File: config.mk
export PLATFORM = sky130hd
export DESIGN_NAME = booth_rb_sequencer
export DESIGN_NICKNAME = d
export VERILOG_FILES = /design/src/rtl/booth_rb_sequencer.sv
export SDC_FILE = /design/constraint.sdc
export NUM_CORES = 1
export LEC_CHECK = 0
export CELL_PAD_IN_SITES_DETAIL_PLACEMENT = 0
export CELL_PAD_IN_SITES_GLOBAL_PLACEMENT = 1
export CORE_MARGIN = 5
export CORE_UTILIZATION = 42
export DETAILED_ROUTE_END_ITERATION = 7
export PLACE_DENSITY = 0.85
export SYNTH_ARGS = -nofsm -noshare
export SYNTH_HDL_FRONTEND = slang
export SYNTH_SLANG_ARGS = --single-unit
File: constraint.sdc
create_clock -name clk -period 8.2 [get_ports clk]
set_input_delay 0.82 -clock clk [delete_from_list [all_inputs] [get_ports clk]]
set_output_delay 0.82 -clock clk [all_outputs]
set_load 0.02 [all_outputs]
File: src/rtl/booth_rb_sequencer.sv
// Radix-2 Booth multiply sequencer: reads two operands from a register bank,
// runs 32 Booth steps, then writes the 64-bit product back as one or two words.
module booth_rb_sequencer #(
   parameter int HI_WRITE = 1
) (
   input  logic        clk,
   input  logic        reset_all,
   input  logic        start,
   input  logic [3:0]  rs_sel,
   input  logic [3:0]  rt_sel,
   input  logic [3:0]  rd_sel,
   input  logic [31:0] out1,
   input  logic [31:0] out2,
   output logic [3:0]  rs,
   output logic [3:0]  rt,
   output logic [3:0]  rd,
   output logic        read,
   output logic        write,
   output logic        enable,
   output logic [31:0] in1,
   output logic        busy,
   output logic        done,
   output logic [63:0] prod
);

   typedef enum logic [2:0] {IDLE, READ, RUN, WR_LO, WR_HI, DONE} state_t;

   state_t      state_reg, state_next;
   logic [3:0]  rs_reg, rt_reg, rd_reg, rd_lat_reg;
   logic [32:0] a_reg;
   logic [31:0] m_reg, q_reg;
   logic        q1_reg;
   logic [4:0]  count_reg;
   logic [63:0] prod_reg;
   logic [31:0] in1_reg;

   logic [32:0] m_ext, sum, a_next;
   logic [31:0] q_next;
   logic [63:0] prod_next;

   // One Booth step; A carries a guard bit so subtracting M = -2^31 stays exact.
   always_comb begin
      m_ext = {m_reg[31], m_reg};
      case ({q_reg[0], q1_reg})
         2'b01:   sum = a_reg + m_ext;
         2'b10:   sum = a_reg - m_ext;
         default: sum = a_reg;
      endcase
      a_next    = {sum[32], sum[32:1]};
      q_next    = {sum[0], q_reg[31:1]};
      prod_next = {a_next[31:0], q_next};
   end

   always_comb begin
      state_next = state_reg;
      case (state_reg)
         IDLE:    if (start) state_next = READ;
         READ:    state_next = RUN;
         RUN:     if (count_reg == 5'd31) state_next = WR_LO;
         WR_LO:   state_next = (HI_WRITE != 0) ? WR_HI : DONE;
         WR_HI:   state_next = DONE;
         DONE:    state_next = IDLE;
         default: state_next = IDLE;
      endcase
   end

   always_comb begin
      read   = (state_reg == READ);
      write  = (state_reg == WR_LO) || (state_reg == WR_HI);
      enable = read || write;
      busy   = (state_reg != IDLE);
      done   = (state_reg == DONE);
   end

   always_ff @(posedge clk) begin
      if (reset_all) begin
         state_reg  <= IDLE;
         rs_reg     <= '0;
         rt_reg     <= '0;
         rd_reg     <= '0;
         rd_lat_reg <= '0;
         a_reg      <= '0;
         m_reg      <= '0;
         q_reg      <= '0;
         q1_reg     <= 1'b0;
         count_reg  <= '0;
         prod_reg   <= '0;
         in1_reg    <= '0;
      end else begin
         state_reg <= state_next;
         case (state_reg)
            IDLE: begin
               if (start) begin
                  rs_reg     <= rs_sel;
                  rt_reg     <= rt_sel;
                  rd_lat_reg <= rd_sel;
               end
            end
            READ: begin
               m_reg     <= out1;
               q_reg     <= out2;
               a_reg     <= '0;
               q1_reg    <= 1'b0;
               count_reg <= '0;
            end
            RUN: begin
               a_reg     <= a_next;
               q_reg     <= q_next;
               q1_reg    <= q_reg[0];
               count_reg <= count_reg + 5'd1;
               // Last step: present the low word so WR_LO can strobe immediately.
               if (count_reg == 5'd31) begin
                  prod_reg <= prod_next;
                  rd_reg   <= rd_lat_reg;
                  in1_reg  <= prod_next[31:0];
               end
            end
            WR_LO: begin
               if (HI_WRITE != 0) begin
                  rd_reg  <= rd_lat_reg + 4'd1;
                  in1_reg <= prod_reg[63:32];
               end
            end
            default: ;
         endcase
      end
   end

   assign rs   = rs_reg;
   assign rt   = rt_reg;
   assign rd   = rd_reg;
   assign in1  = in1_reg;
   assign prod = prod_reg;

endmodule

### After elaboration in Yosys (flattened, before gate mapping)

Cells that the tools add are included.

* bitwise gates (word level): 0
* reductions and logical operators: 10
* equality and inequality tests: 10
* $lt $le $gt $ge: 0
* mux-type cells: 12
* multipliers: 0
* divide/modulo/power cells: 0
* shift operators: 0
* $add $sub $neg: 4

Operators with widths (count)
* 33-bit case mux with 2 select lines: 2
* 32-bit case mux with 2 select lines: 2
* 33-bit adder: 1
* 33-bit subtractor: 1
* 32-bit 2-to-1 mux: 1
* 3-bit case mux with 5 select lines: 1
* 5-bit case mux with 2 select lines: 1
* 4-bit case mux with 2 select lines: 1
* 2-bit AND reduction: 4
* 3-bit by 2-bit == test with 1-bit output, second input constant: 2
* 3-bit == test, second input constant: 2
* 3-bit 2-to-1 mux: 2
* 5-bit by 1-bit adder with 5-bit output, second input constant: 1
* 5-bit == test, second input constant: 1
* 4-bit by 1-bit adder with 4-bit output, second input constant: 1
* 4-bit 2-to-1 mux: 1
* 2-bit != test, second input constant: 2
* 2-bit nonzero test: 2
* 3-bit by 1-bit == test with 1-bit output, second input constant: 1
* 3-bit logical NOT: 1
* 3-bit nonzero test: 1
* 2-bit by 1-bit == test with 1-bit output, second input constant: 1
* 2-bit == test, second input constant: 1
* 1-bit logical OR: 2
* 1-bit case mux with 2 select lines: 1

* bits in latches: 0
* output and inout port bits: 113
* register bits after elaboration: 218
* ROM bits: 0
* memory bits (writable): 0
* memories kept: 0
* input port bits: 79

### Logic depth before layout (Yosys ltp)

Gate-level depths: netlist of the first run.

* depth after elaboration: 4
* depth in mapped cells: 20
* gate-level depth less buffers: 19

### Least setup slack after synthesis of the first run

Ideal clock, no wire load.

* path type: reg-to-reg
* start: reg m_reg[2]
* end: reg a_reg[29]
* arrival: 3.812 ns
* library setup time: 0.115 ns
* slack: 4.273 ns
* stages on the path, launching flop included: 18
* period minus slack after synthesis: 3.927 ns
* required time: 8.085 ns
* path through: dfxtp_1 -> nor4_1 -> nand2b_1 -> nor4_1 -> nand2_1 -> nor2_1 -> a21oi_1 -> xnor2_1 -> ha_1 -> a21oi_1 -> o21ai_0 -> a31oi_1 -> o21bai_1 -> nand2b_1 -> a221oi_2 -> and3_1 -> nor4_1 -> a2111oi_0

* cells in the longest elaborated chain, start to end: 3
* elaborated cells between the ends (all ways): 4
* classes of those cells: add/sub: 2; mux: 2

Ends and longest elaborated chain
* from (decl): RTL line 31 `logic [31:0] m_reg, q_reg;`
* from (signal assigned): RTL line 100 `m_reg <= out1;`
* 33-bit subtractor / 33-bit adder (equally long branches): RTL line 46, 45
* 33-bit case mux with 2 select lines *: RTL line 44 `case ({q_reg[0], q1_reg})`
* 33-bit case mux with 2 select lines *: RTL line 91 `case (state_reg)`
* to (signal assigned): RTL line 107 `a_reg <= a_next;`
* to (decl): RTL line 30 `logic [32:0] a_reg;`

Every way passes the cells marked *; elsewhere a longest branch is shown, timed or not.
A chain may end at the register's enable or synchronous reset.

### Worst setup path after layout of the first run

Ends and elaborated chain as after synthesis.

==> results of run 1 <==
area by class of cell:
cell class	count	area, um2	area share (%)
multi-input combinational	1034	5810	43.4
sequential	217	4340	32.5
timing repair buffer	202	2000	14.9
clock buffer	33	706	5.27
tap	330	413	3.08
inverter	22	82.6	0.617
clock inverter	6	36.3	0.271
cell usage in the layout (no fill, tap or decap), types with 5 or more instances in the layout:
cell type / synthesis / layout
a21o_1: 15 / 15
a211oi_1: 24 / 24
ha_1: 37 / 36
nand2b_1: 15 / 15
clkbuf_16: 0 / 25
xnor2_1: 47 / 47
mux2i_1: 10 / 10
nor2b_1: 13 / 12
a311oi_1: 14 / 14
nor2_1: 110 / 108
buf_4: 0 / 11
inv_1: 22 / 21
a22oi_1: 38 / 38
xor2_1: 14 / 14
dfxtp_1: 217 / 217
nand2_1: 319 / 318
a21oi_1: 182 / 182
clkdlybuf4s50_1: 0 / 190
a31oi_1: 44 / 44
and3_1: 7 / 7
o21bai_1: 5 / 5
nand3_1: 11 / 11
nor4_1: 8 / 8
clkbuf_8: 0 / 5
nor3_1: 23 / 23
o21ai_0: 35 / 35
per-layer routing:
metal / part of all wire [%] / global-route usage (%) / vias up
li1: - / - / 5027
met1: 49 / 31.0 / 4573
met2: 43 / 32.3 / 285
met3: 6.2 / 2.80 / 40
met4: 2.0 / 4.55 / 0
met5: 0 / 0 / -
metrics by stage:
stage	worst slack (ps)	hold slack [ps]
after global routing	2800	466
after floorplan	4270	447
final	3500	453
after CTS	3520	454
after detailed placement	3560	446
after global placement	3650	441
cell usage after synthesis (all sizes together), types with 3 or more instances:
master,number
a211oi,24
a21o,15
a21oi,183
a22oi,38
a311oi,14
a31oi,44
a32oi,4
and2,5
and3,7
buf,6
clkbuf,85
dfxtp,217
ha,37
inv,22
mux2i,11
nand2,319
nand2b,15
nand3,11
nand3b,4
nor2,110
nor2b,13
nor3,24
nor4,8
o211ai,4
o21a,3
o21ai,37
o21bai,5
o31ai,4
or3,4
xnor2,47
xor2,14
worst paths after layout:
check | from | end | slack, ps | cells past startpoint
max | m_reg[2] | a_reg[29] | 3500 | 17
min | rs[1] | rs[1] | 450 | 2
max reg2reg | m_reg[2] | a_reg[29] | 3500 | 17
min reg2reg | rs[1] | rs[1] | 450 | 2
report_power, final:
part / switching (mW) / total, mW / internal, mW / leakage [nW]
Sequential: 0.0331 / 1.12 / 1.09 / 1.76
Combinational: 0.381 / 0.649 / 0.268 / 2.64
Clock: 0.427 / 1.02 / 0.596 / 0.367
Total: 0.841 / 2.79 / 1.95 / 4.76
tightest hold or removal path, cell delays in order, from the launching register on:
cell,delay (ps)
dfxtp_1,310
nand2_1,50
a21oi_1,50
cells by family after synthesis:
family	after synthesis	synth area share (%)
fa+ha+maj	38	4.58
xor+xnor	61	5.06
simple gates	532	21.4
mux	12	1.19
flops	217	41.2
compound gates	391	22.6
buf+inv	113	4.03
==> flow_summary.yaml, run 1 <==
hold_path:
  hold_class: "register to register"
worst_setup_path:
  worstSetupPathType: "register to register"
  path_buf_inv: 0
  path_cells: "nor4_1 -> nand2b_1 -> nor4_1 -> nand2_1 -> nor2_1 -> a21oi_1 -> xnor2_1 -> ha_1 -> a21oi_1 -> o21ai_0 -> a31oi_1 -> o21bai_1 -> nand2b_1 -> a221oi_2 -> and3_1 -> nor4_1 -> a2111oi_0"
  path_max_fanout: 7
  cp_data_required_time_ps: 8590
  end_kind: "register"
  crit_slowest_cell: "nor4_1"
  critPathArrivalTime_ps: 5090
  cpPeakStageDelay_ps: 600
  crit_top_cell: "nor4_1"
  cp_top_family: "simple AND/OR/NAND/NOR gates"
  worstSetupStartpointType: "register"
routing:
  drc: 0
  ant_nets: 0
  drt_iter0_drc: 823
  vias_per_cell: 5.38
  drt_pass1_iterations: 5
  wl_um: 30700
  vias: 9925
  routedWlPerCell_um: 16.6
layout:
  largest_reg_flops: 64
  num-fill-cells: 2502
  stdcell_count: 1844
  fin_util_pct: 53.6
  design_area_um2: 13400
  final_layout_size_suffix_gt1_share_pct: 4.23
  diodes: 0
  area_delta_synth_final_pct: 26.8
  nNetsFinal: 1619
sta:
  finalCriticalPeriod_ps: 4700
  rsz0062_at_grt: "no"
  worst_slew_pin_slew_ps: 960
  finClkSkew_ps: 9.13
  fmax_ghz: 0.213
  fin_crit_sh_pct: 57.3
  setup_viol: 0
  finalHoldViolations: 0
  relSlewSlack_pct: 36.0
  slew_viol_final: 0
  setup_tns_ps: 0
clock_tree:
  clock_path_buffers: 3
  cts.sinks: 217
  cts_max_level: 1
  worstSkewPairLatency_ps: 510
  cts_tree: "yes"
  cts_resized: 0
  cts-hold-fix-buffers: 0
  cts_made_buffers: 25
  path_clk_slew_ps: 60
  post_cts_buffers: 0
  root_buffer: "clkbuf_16"
logic_synthesis:
  synthCells: 1364
  synth_async_sr_flop_share_pct: 0
  syn-cell-area_um2: 10600
  synth_ff_type: "dfxtp_1"
  yosysUniqueCellTypes: 59
  synth_nets: 1481
  seq_area_frac_synth_pct: 41.2
  synth_area_leaders: "dfxtp_1 41%, nand2_1 11%, a21oi_1 8.6%, ha_1 4.4%, nor2_1 3.9%"
  yosysWarnings: 0
  yosysTopAreaCell: "dfxtp_1"
  netlist.area_leader.share_pct: 41.2
  syn_avg_cell_area_um2: 7.74
  yosys_register_bits: 217
  synth_edf_count: 0
floorplanning:
  io_pins: 192
  rows: 58
  coreArea_um2: 25000
  die_width_um: 169
  die_area_um2: 28400
  start_util_pct: 42.3
  die_h_um: 169
grt:
  grt_pass1_vias: 9228
  grt_pass1_wl_um: 49700
  grt_max_degree: 127
  antenna_found_initial: 0
  grt_overflow_total: 0
  grt_usage_pct: 20.8
power_and_ir_drop:
  leakagePower_nw: 4.76
  p_per_area_nw_per_um2: 209
  ir_worst_vdd_mv: 0.129
  finalPower_mw: 2.79
place:
  placed_area_um2: 12600
  io_buffers: 191
  dpl.hpwl_um: 21400
  place_congestion: 0.877
  placed_cells: 1805
run:
  drv_cap: 0
status:
  outcome: "finished, final reports clean"
No activity file was read; power rests on OpenSTA's default activity.
==> inputs of run 2 (changes only) <==
--- a/config.mk
+++ b/config.mk
@@ -8,9 +8,9 @@
 export CELL_PAD_IN_SITES_DETAIL_PLACEMENT = 0
 export CELL_PAD_IN_SITES_GLOBAL_PLACEMENT = 1
 export CORE_MARGIN = 5
-export CORE_UTILIZATION = 42
+export CORE_UTILIZATION = 39
 export DETAILED_ROUTE_END_ITERATION = 7
-export PLACE_DENSITY = 0.85
+export PLACE_DENSITY = 0.8
 export SYNTH_ARGS = -nofsm -noshare
 export SYNTH_HDL_FRONTEND = slang
 export SYNTH_SLANG_ARGS = --single-unit
==> constraint.sdc (replaced) <==
create_clock -name clk -period 4.38 [get_ports clk]
set_input_delay 0.438 -clock clk [delete_from_list [all_inputs] [get_ports clk]]
set_output_delay 0.438 -clock clk [all_outputs]
set_load 0.02 [all_outputs]
==> run 2 against run 1 <==
First-iteration DRC count is 14% lower. Clock skew increased by 5.5 ps. Total power increased by 93%. Clock power increased by 96%. Flip-flop and latch count is the same. Sequential share of layout area fell by 0.60 points. Global-route usage fell by 0.71 points. Register-to-register slack lost 3200 ps. Routed wire length rose by 4.1%. Final cell count rose by 1.8%. Hold slack worse by 35 ps. Sequential power is 88% higher.
==> flow_summary.yaml, run 2 (synthesis gave the netlist of run 1 again) <==
status:
  outcome: "finished, final reports clean"
place:
  io_buffers: 191
  placed_cells: 1833
  place_congestion: 0.863
  dpl.hpwl_um: 22600
floorplanning:
  coreArea_um2: 26800
  start_util_pct: 39.4
  die_width_um: 175
  rows: 60
  die_h_um: 175
  die_area_um2: 30500
  io_pins: 192
sta:
  finClkSkew_ps: 14.6
  fmax_ghz: 0.242
  fin_crit_sh_pct: 94.2
  finalHoldViolations: 0
  finalCriticalPeriod_ps: 4120
  hold_ws_ps: 418
  setup_viol: 0
  worst_slew_pin_slew_ps: 1030
  slew_viol_final: 0
  relSlewSlack_pct: 31.1
hold_path:
  hp-start: "reset_all"
  holdPathStages: 2
  hold_class: "input pin to register"
  hold_end: "prod[22]"
worst_setup_path:
  worstSetupPathType: "register to register"
  timing.rr.end: "a_reg[29]"
  r2r_setup_slack_ps: 260
  worstSetupStartpointType: "register"
  path_max_fanout: 6
  r2r_cells: 15
  cp_data_required_time_ps: 4770
  end_kind: "register"
  critPathArrivalTime_ps: 4520
  r2r-start: "m_reg[8]"
clock_tree:
  cts_tree: "yes"
  worstSkewPairLatency_ps: 520
  cts_made_buffers: 25
  cts_max_level: 1
  cts-hold-fix-buffers: 0
  path_clk_slew_ps: 60
  cts.sinks: 217
  root_buffer: "clkbuf_16"
  clock_path_buffers: 3
routing:
  drt_pass1_iterations: 5
  vias_per_cell: 5.35
  drt_iter0_drc: 708
  wl_um: 31900
  routedWlPerCell_um: 17.0
  drc: 0
  ant_nets: 0
  vias: 10000
layout:
  fin_util_pct: 50.9
  stdcell_count: 1877
  area_delta_synth_final_pct: 29.2
  layout_commonest_cell: "nand2_1"
  diodes: 0
  final_layout_size_suffix_gt1_share_pct: 5.86
  layout_common_cells: "318 x nand2_1, 216 x dfxtp_1, 190 x clkdlybuf4s50_1"
  num-fill-cells: 2623
  nNetsFinal: 1639
  largest_reg_flops: 64
grt:
  antenna_found_initial: 0
  grt_usage_pct: 20.1
  grt_max_degree: 93
  grt_overflow_total: 0
  grt_pass1_vias: 9411
  grt_pass1_wl_um: 51300
power_and_ir_drop:
  finalPower_mw: 5.40
  p_per_area_nw_per_um2: 396
  ir_worst_vdd_mv: 0.293
  leakagePower_nw: 4.87
run:
  drv_cap: 0
==> run 2: changes by cell type in the layout (fill, tap and decap cells not counted), moves of 3 or more <==
cell / change
clkbuf_8: -3
nor4_1: -3
buf_4: +20
clkinv_2: -3
nor4_2: +3
clkbuf_1: +6
==> run 2: worst max-delay path: stages (launching register included) <==
cell	delay, ps
dfxtp_2	340
or4_4	570
or4_4	450
nor3_4	200
and3b_2	270
nor2_1	60
xnor2_1	130
ha_1	350
nor2b_1	150
o21ai_0	150
nand2b_1	110
a21o_1	220
a221oi_4	330
and3_4	230
nor4_1	40
a2111oi_1	370
==> run 2: worst max-delay path by stage <==
stage / start / end / slack (ps)
6_report: m_reg[8] / a_reg[29] / 260
5_1_grt: m_reg[8] / a_reg[29] / -9
4_1_cts: m_reg[2] / a_reg[29] / 50
3_5_place_dp: m_reg[8] / a_reg[29] / 90
3_3_place_gp: m_reg[8] / a_reg[29] / 210
2_1_floorplan: m_reg[2] / a_reg[29] / 450
==> run 2: stage by stage <==
step	cell area, um2	setup slack, ps	TNS, ps
2_1_floorplan	10600	453	0
3_3_place_gp	12800	214	0
3_5_place_dp	12800	92.6	0
4_1_cts	13600	50.2	0
5_1_grt	13600	-9.24	-9.24
6_report	13600	255	0
==> run 2: per-layer routing <==
layer	vias up	global-route usage, %	share of wire, %	wire [um]
li1	5072	-	-	-
met1	4615	30.5	50	15900
met2	307	30.2	42	13300
met3	45	3.28	6.5	2080
met4	0	4.29	1.8	583
met5	-	0	0	0
==> run 2: timing repair <==
item	CTS	global route
setup buffers	0	3
hold endpoints to repair	0	0
endpoints found under the setup margin	0	23
gates resized for setup	0	16
==> run 2: final cells by class <==
class / count / area, um2 / area share, %
inverter: 22 / 82.6 / 0.605
clock buffer: 36 / 687 / 5.04
clock inverter: 5 / 81.3 / 0.596
timing repair buffer: 222 / 2150 / 15.7
tap: 341 / 427 / 3.13
multi-input combinational: 1034 / 5870 / 43.0
sequential: 217 / 4350 / 31.9
==> run 2: power by group <==
part	internal [mW]	leakage, nW	switching, mW
Sequential	2.04	1.76	0.0623
Combinational	0.557	2.74	0.740
Clock	1.20	0.370	0.804
